`config.mk`:
```
export PLATFORM = sky130hd
export DESIGN_NAME = gp02_win_accum
export DESIGN_NICKNAME = d
export VERILOG_FILES = /design/src/rtl/gp02_win_accum.sv
export SDC_FILE = /design/constraint.sdc
export NUM_CORES = 1
export LEC_CHECK = 0
export CORE_MARGIN = 5
export CORE_UTILIZATION = 33
export CTS_CLUSTER_DIAMETER = 40
export DETAILED_ROUTE_END_ITERATION = 10
export PLACE_DENSITY = 0.71
export SYNTH_ARGS = -nofsm -noshare
export SYNTH_HDL_FRONTEND = slang
export SYNTH_SLANG_ARGS = --single-unit
```
`constraint.sdc`:
```
create_clock -name clk -period 2 [get_ports clk]
set_input_delay 0.2 -clock clk [delete_from_list [all_inputs] [get_ports clk]]
set_output_delay 0.2 -clock clk [all_outputs]
set_load 0.005 [all_outputs]
```
`src/rtl/gp02_win_accum.sv`:
```
// Windowed selectable-input accumulator with valid/ready result handshake.
// Define GP02_ACC_SAT_EN to saturate the accumulator on carry instead of wrapping.
module gp02_win_accum #(
    parameter int DATA_W  = 3,
    parameter int ACC_W   = 6,
    parameter int WIN_LEN = 8
) (
    input  logic              clk,
    input  logic              i_rst_n,
    input  logic [DATA_W-1:0] i_data1,
    input  logic [DATA_W-1:0] i_data2,
    input  logic [1:0]        i_sel,
    input  logic              i_valid,
    output logic              o_ready,
    input  logic              i_clear,
    output logic [ACC_W-1:0]  o_data,
    output logic              o_overflow,
    output logic              o_valid,
    input  logic              i_ready
);

    localparam int CNT_W = $clog2(WIN_LEN + 1);

    typedef enum logic {
        ACCUM = 1'b0,
        HOLD  = 1'b1
    } state_t;

    state_t             state_q, state_d;
    logic [ACC_W-1:0]   acc_q, acc_d;
    logic [CNT_W-1:0]   cnt_q, cnt_d;
    logic               ovf_q, ovf_d;

    logic [DATA_W:0]    sel_val;
    logic [ACC_W:0]     sum;
    logic               carry;
    logic               accept;
    logic               last;

    always_comb begin
        sel_val = '0;
        unique case (i_sel)
            2'b00:   sel_val = {1'b0, i_data2};
            2'b01:   sel_val = {1'b0, i_data1} + {1'b0, i_data2};
            2'b10:   sel_val = {1'b0, i_data1};
            default: sel_val = '0;
        endcase
    end

    assign sum    = {1'b0, acc_q} + (ACC_W + 1)'(sel_val);
    assign carry  = sum[ACC_W];
    assign accept = i_valid & o_ready;
    assign last   = (cnt_q == CNT_W'(WIN_LEN - 1));

    always_comb begin
        state_d = state_q;
        acc_d   = acc_q;
        cnt_d   = cnt_q;
        ovf_d   = ovf_q;
        if (i_clear) begin
            state_d = ACCUM;
            acc_d   = '0;
            cnt_d   = '0;
            ovf_d   = 1'b0;
        end else begin
            unique case (state_q)
                ACCUM: begin
                    if (accept) begin
`ifdef GP02_ACC_SAT_EN
                        acc_d = carry ? {ACC_W{1'b1}} : sum[ACC_W-1:0];
`else
                        acc_d = sum[ACC_W-1:0];
`endif
                        ovf_d = ovf_q | carry;
                        if (last) begin
                            state_d = HOLD;
                            cnt_d   = '0;
                        end else begin
                            cnt_d = cnt_q + CNT_W'(1);
                        end
                    end
                end
                HOLD: begin
                    // Result consumed: next window starts from zero.
                    if (i_ready) begin
                        state_d = ACCUM;
                        acc_d   = '0;
                        ovf_d   = 1'b0;
                    end
                end
                default: state_d = ACCUM;
            endcase
        end
    end

    always_ff @(posedge clk) begin
        if (!i_rst_n) begin
            state_q <= ACCUM;
            acc_q   <= '0;
            cnt_q   <= '0;
            ovf_q   <= 1'b0;
        end else begin
            state_q <= state_d;
            acc_q   <= acc_d;
            cnt_q   <= cnt_d;
            ovf_q   <= ovf_d;
        end
    end

    assign o_ready    = (state_q == ACCUM);
    assign o_valid    = (state_q == HOLD);
    assign o_data     = acc_q;
    assign o_overflow = ovf_q;

endmodule
```
==> flow_metrics.py, run 1 <==
metrics = {
    "run_status": {
        "status": "finished, final reports clean",
    },
    "route": {
        "drc": 0,
        "vias_per_cell": 5.07,
        "finalWirelength_mm": 2.10,
        "dr_wl_met3_um": 134,
        "topRoutingLayerUsed": "met4",
        "dr.pass1.iters": 4,
        "vias": 837,
        "ant_nets": 0,
        "wl_met2_mm": 1.07,
        "wl_per_cell_um": 12.7,
        "wirelength_met1_um": 861,
        "drt_iter0_drc": 17,
    },
    "timing": {
        "worstMarginPinSlew_ns": 0.303,
        "worst_slack_ns": 0.0484,
        "hold_slack_ns": 0.456,
        "drv_slew": 0,
        "maxSlewHeadroom_pct": 79.7,
        "fin_crit_sh_pct": 97.6,
        "fin_crit_ns": 1.95,
        "setup_violations": 0,
        "report.final.hold_viol_count": 0,
        "clock.fmax_mhz": 512,
        "skew_ns": 0.000756,
    },
    "placement": {
        "dp.cells": 158,
        "numPortBuffers": 21,
        "hpwlAfterDp_mm": 1.57,
        "place_ws_ns": -0.612,
        "gp_congestion": 0.801,
    },
    "setup_path": {
        "path_class": "in2reg",
        "cp_top_family": "compound AO/OA/AOI/OAI gates",
        "critPathLaunchType": "primary input",
        "critPathMaxStageDelay_ns": 0.52,
        "crit_arrival_ns": 2.17,
        "crit_required_ns": 2.21,
        "slowest_stage": "clkdlybuf4s50_1",
        "path_cells": "clkdlybuf4s50_1, ha_4, xnor2_1, o22ai_1, ha_2, o21ai_2, o21bai_1, a31o_1, a21oi_2",
        "timing.reg2reg.setup_slack_ns": 0.35,
        "path_buf_inv": 1,
        "cp_max_fo": 4,
        "end_kind": "flip-flop",
    },
    "layout": {
        "antenna_cells": 0,
        "nNetsFinal": 159,
        "fillCellCount": 239,
        "area_delta_synth_final_pct": 54.0,
        "layout-drive-gt1-share_pct": 26.7,
        "final_cell_mix": "nor2_1, clkdlybuf4s50_1, dfxtp_1, buf_4, nand2_1",
        "layout_commonest_cell": "nor2_1",
        "final_cells": 165,
    },
    "logic_synthesis": {
        "ys_ff_latch": 12,
        "syn-num-nets": 123,
        "yosysWarnings": 0,
        "ys_seq_area_share_pct": 28.7,
        "avgSynthCellArea_um2": 8.37,
        "netlist_instances": 100,
        "synth_area_um2": 837,
        "ys_types": 32,
    },
    "cts": {
        "insertion_delay_ns": 0.27,
        "cts_sinks": 12,
        "cts_tree": "yes",
        "cts_root_buf": "clkbuf_4",
        "clockBufferDepth": 2,
        "cts_buffers": 3,
        "path_clk_slew_ns": 0.07,
        "h-tree-depth": 1,
    },
    "power": {
        "powerDensity_nw_per_um2": 460,
        "cellLeakagePower_uw": 0.000530,
        "vdd_drop_max_mv": 0.374,
    },
    "floorplan": {
        "num_io_pins": 22,
        "die_h_um": 60.4,
        "die-area_um2": 3640,
        "die_width_um": 60.4,
        "rows": 18,
        "core_um2": 2450,
        "initial_core_util_pct": 34.1,
    },
    "global_route": {
        "grt_usage_pct": 12.4,
        "grt_max_degree": 8,
        "grt_antenna_before_repair": 0,
        "grt_pass1_vias": 867,
        "grt_pass1_wl_mm": 3.57,
        "overflow": 0,
    },
    "worst_hold_path": {
        "hold_path.class": "reg2reg",
    },
    "run": {
        "max_cap_violations": 0,
    },
}
[cells in the mapped netlist]
cell type / number / area, µm²
o21bai_1: 1 / 7.51
inv_1: 5 / 18.8
fa_1: 2 / 40.0
o211ai_1: 1 / 7.51
xnor2_1: 1 / 8.76
a21oi_2: 1 / 8.76
o21a_1: 1 / 7.51
nor4_1: 1 / 6.26
a31o_1: 1 / 8.76
nand2b_1: 4 / 25.0
dfxtp_1: 12 / 240
and3_1: 1 / 6.26
clkbuf_1: 1 / 3.75
nand2b_4: 1 / 13.8
a32oi_1: 2 / 17.5
nand4_1: 3 / 18.8
or3_1: 1 / 6.26
ha_1: 8 / 100
nand4b_1: 1 / 8.76
o22ai_1: 1 / 6.26
nor2b_2: 1 / 8.76
o21ai_0: 3 / 15.0
a21o_1: 1 / 7.51
buf_6: 1 / 11.3
a22oi_1: 1 / 7.51
mux2i_1: 5 / 50.1
nor2_1: 15 / 56.3
nand2_1: 11 / 41.3
a21oi_1: 9 / 45.0
a211oi_2: 1 / 12.5
xor2_1: 1 / 8.76
nor2b_1: 2 / 12.5
[kinds of logic after synthesis]
| logic type | share of synthesized area [%] |
|---|---|
| buffers and inverters | 4.04 |
| flip-flops | 28.7 |
| AO/OA/AOI/OAI | 18.1 |
| XOR/XNOR | 2.09 |
| AND/OR/NAND/NOR | 24.4 |
| multiplexers | 5.98 |
| adder cells (fa/ha/maj) | 16.7 |
[where the power goes]
group	total (µW)	switching [µW]	leakage, µW	internal (µW)
clock network	192	81.6	0.0000210	111
logic	153	69.7	0.000412	83.3
registers	247	4.29	0.0000970	243
[worst min-delay path, stage by stage, from the launching register on]
cell and delay (ns):
dfxtp_1 0.31, nand2_1 0.05, a21oi_1 0.05
[path summary, 6_finish.rpt]
| check | start | end | depth (start not counted) |
|---|---|---|---|
| min | o_overflow | o_overflow | 2 |
| min reg2reg | o_overflow | o_overflow | 2 |
| max reg2reg | o_data[0] | o_data[4] | 7 |
| max | i_data1[2] | o_data[5] | 9 |
[per-layer routing]
metal	GRT usage (%)	up-vias
met4	3.80	0
met1	14.7	389
met5	0	-
li1	-	421
met2	22.1	22
met3	2.98	5
[cell type report]
class / count / area [µm²] / area share, %
well taps: 30 / 37.5 / 2.91
clock buffers: 4 / 36.3 / 2.82
multi-input cells: 81 / 652 / 50.6
inverters: 5 / 18.8 / 1.46
repair buffers: 33 / 304 / 23.6
flip-flops and latches: 12 / 240 / 18.6
[timing repair]
item | CTS | global route
resized for setup | 14 | 20
buffers inserted | 0 | 3
hold buffers | 0 | 0
endpoints found under the setup margin | 6 | 4
pin swaps | 5 | 16
[state kept, by name, indices dropped and copies added, names as in the netlist]
register and cells:
o_data 6, cnt_q 4, o_valid 1, o_overflow 1
[through the flow]
stage / TNS, ns / total power, µW / util (%) / area, µm²
4_1_cts: 0 / 576 / 48.5 / 1190
3_3_place_gp: -2.94 / 381 / 47.4 / 1160
2_1_floorplan: -0.0273 / 323 / - / 863
3_5_place_dp: -3.15 / 384 / 47.4 / 1160
5_1_grt: -0.0216 / 628 / 52.5 / 1290
6_report: 0 / 592 / 52.5 / 1290
(Power assumes the default switching activity.)
==> run 2: changes to the inputs <==
--- a/config.mk
+++ b/config.mk
@@ -7,7 +7,6 @@
 export LEC_CHECK = 0
 export CORE_MARGIN = 5
 export CORE_UTILIZATION = 33
-export CTS_CLUSTER_DIAMETER = 40
 export DETAILED_ROUTE_END_ITERATION = 10
 export PLACE_DENSITY = 0.71
 export SYNTH_ARGS = -nofsm -noshare
==> results of run 2 <==
No change in the layout: final DEF, timing and power equal those of run 1.
==> run 3: changes to the inputs <==
--- a/config.mk
+++ b/config.mk
@@ -8,7 +8,9 @@
 export CORE_MARGIN = 5
 export CORE_UTILIZATION = 33
 export DETAILED_ROUTE_END_ITERATION = 10
+export GPL_TIMING_DRIVEN = 0
 export PLACE_DENSITY = 0.71
+export SKIP_LAST_GASP = 1
 export SYNTH_ARGS = -nofsm -noshare
 export SYNTH_HDL_FRONTEND = slang
 export SYNTH_SLANG_ARGS = --single-unit
==> run 3 against run 2 <==
Non-clock buffer count down 5. Count of clock-buffer cells in the layout down 1. Utilization down 3.8 points. Via count up 1.2%. Combinational power down 10%. Hold slack better by 0.014 ns.
==> flow_metrics.py, run 3 (same netlist as run 1, synthesis figures left out) <==
metrics = {
    "placement": {
        "gp_congestion": 0.760,
        "place_area_um2": 1110,
        "numPortBuffers": 21,
        "hpwlAfterDp_mm": 1.57,
    },
    "route": {
        "wl_met2_mm": 1.02,
        "finalWirelength_mm": 2.06,
        "ant_nets": 0,
        "wl_per_cell_um": 12.9,
        "drt_iter0_drc": 27,
        "dr.pass1.iters": 4,
        "vias_per_cell": 5.33,
        "dr_wl_met3_um": 169,
        "vias": 847,
        "drc": 0,
        "wirelength_met1_um": 814,
        "topRoutingLayerUsed": "met4",
    },
    "layout": {
        "antenna_cells": 0,
        "layout_commonest_cell": "nor2_1",
        "largest_register_ffs": 6,
        "final_cell_mix": "nor2_1, clkdlybuf4s50_1, dfxtp_1",
        "area_delta_synth_final_pct": 42.9,
        "nNetsFinal": 154,
        "layout-drive-gt1-share_pct": 22.5,
        "postLayoutCellArea_um2": 1200,
    },
    "global_route": {
        "overflow": 0,
        "grt_pass1_vias": 802,
        "grt_max_degree": 11,
        "grt_antenna_before_repair": 0,
        "grt_pass1_wl_mm": 3.29,
        "grt_usage_pct": 11.8,
    },
    "cts": {
        "cts_tree": "yes",
        "cts_buffers": 3,
        "cts_sinks": 12,
        "clockBufferDepth": 2,
        "insertion_delay_ns": 0.28,
        "cts_hold_buffers": 0,
        "cts_root_buf": "clkbuf_4",
        "path_clk_slew_ns": 0.07,
        "h-tree-depth": 1,
    },
    "timing": {
        "fin_crit_ns": 1.97,
        "report.final.hold_viol_count": 0,
        "hold_slack_ns": 0.470,
        "maxSlewHeadroom_pct": 68.9,
        "setup_tns_ns": 0,
        "skew_ns": 0.00611,
        "clock.fmax_mhz": 508,
        "setup_violations": 0,
        "worstMarginPinSlew_ns": 0.467,
        "drv_slew": 0,
        "fin_crit_sh_pct": 98.4,
        "rsz0062_at_grt": "true",
    },
    "setup_path": {
        "cp_top_family": "adder cells",
        "critPathMostFrequentCell": "ha_4",
        "path_cells": "buf_2, ha_4, fa_2, nand2_1, o21a_1, inv_2, ha_4, a211oi_4, o21bai_1, a31o_1, a21oi_2",
        "critPathMaxStageDelay_ns": 0.51,
        "path_class": "in2reg",
        "crit_required_ns": 2.21,
        "end_kind": "flip-flop",
        "critPathLaunchType": "primary input",
        "crit_arrival_ns": 2.18,
        "path_buf_inv": 2,
        "slowest_stage": "fa_2",
        "cp_max_fo": 2,
    },
    "floorplan": {
        "rows": 18,
        "die_h_um": 60.4,
        "die-area_um2": 3640,
        "die_width_um": 60.4,
        "num_io_pins": 22,
        "initial_core_util_pct": 34.1,
        "core_um2": 2450,
    },
    "run": {
        "max_cap_violations": 0,
    },
    "worst_hold_path": {
        "hold_path.class": "reg2reg",
    },
    "power": {
        "power_uw": 530,
        "cellLeakagePower_uw": 0.000476,
        "powerDensity_nw_per_um2": 443,
        "vdd_drop_max_mv": 0.388,
    },
    "run_status": {
        "status": "finished, final reports clean",
    },
}
==> run 3: cell count changes in the layout (fill, tap and decap cells not counted), sizes merged <==
cell           change
buf                -6
clkbuf             +2
clkdlybuf4s50      -1
dlymetal6s2s       -1
==> run 3: layout make-up <==
| cell class | instances | area [µm²] |
|---|---|---|
| Fill cell | 247 | 1260 |
| Clock buffer | 3 | 22.5 |
| Multi-Input combinational cell | 81 | 639 |
| Sequential cell | 12 | 240 |
| Buffer | 2 | 15.0 |
| Inverter | 5 | 18.8 |
| Timing Repair Buffer | 26 | 223 |
| Tap cell | 30 | 37.5 |
==> run 3: what timing repair did <==
action,4_1_cts,5_1_grt
pin swaps,10,3
setup endpoints to repair,6,3
gates resized for setup,22,9
setup buffers,3,2
==> run 3: power by group <==
part,leakage [µW],switching [µW],internal (µW)
Sequential,0.0000970,4.21,243
Combinational,0.000365,65.1,71.7
Clock,0.0000138,76.1,69.9
Total,0.000476,145,385
==> run 3: worst paths after layout <==
path	from	end	slack (ns)	cells after the start
min reg2reg	o_overflow	o_overflow	0.47	2
max	i_data1[0]	o_data[5]	0.03	11
max reg2reg	o_data[0]	o_data[4]	0.36	7
min	o_overflow	o_overflow	0.47	2
==> run 3: worst reg2reg max path, stage by stage (launching register included) <==
cell and delay (ns):
dfxtp_1 0.36, ha_2 0.19, inv_1 0.06, fa_2 0.36, nand2b_4 0.16, a21oi_4 0.16
mux2i_1 0.19, nand2_1 0.06
==> run 3: metrics by stage <==
step,std cells,util [%],setup WS [ns]
2_1_floorplan,100,-,-0.0273
3_5_place_dp,151,45.3,-0.733
6_report,159,48.7,0.0327
4_1_cts,157,47.7,0.00937
5_1_grt,159,48.7,-0.0133
3_3_place_gp,151,45.3,-0.665
==> run 3: metal layers <==
layer / up-vias / global-route usage, %
li1: 411 / -
met1: 401 / 12.9
met2: 30 / 21.6
met3: 5 / 1.91
met4: 0 / 6.65
met5: - / 0
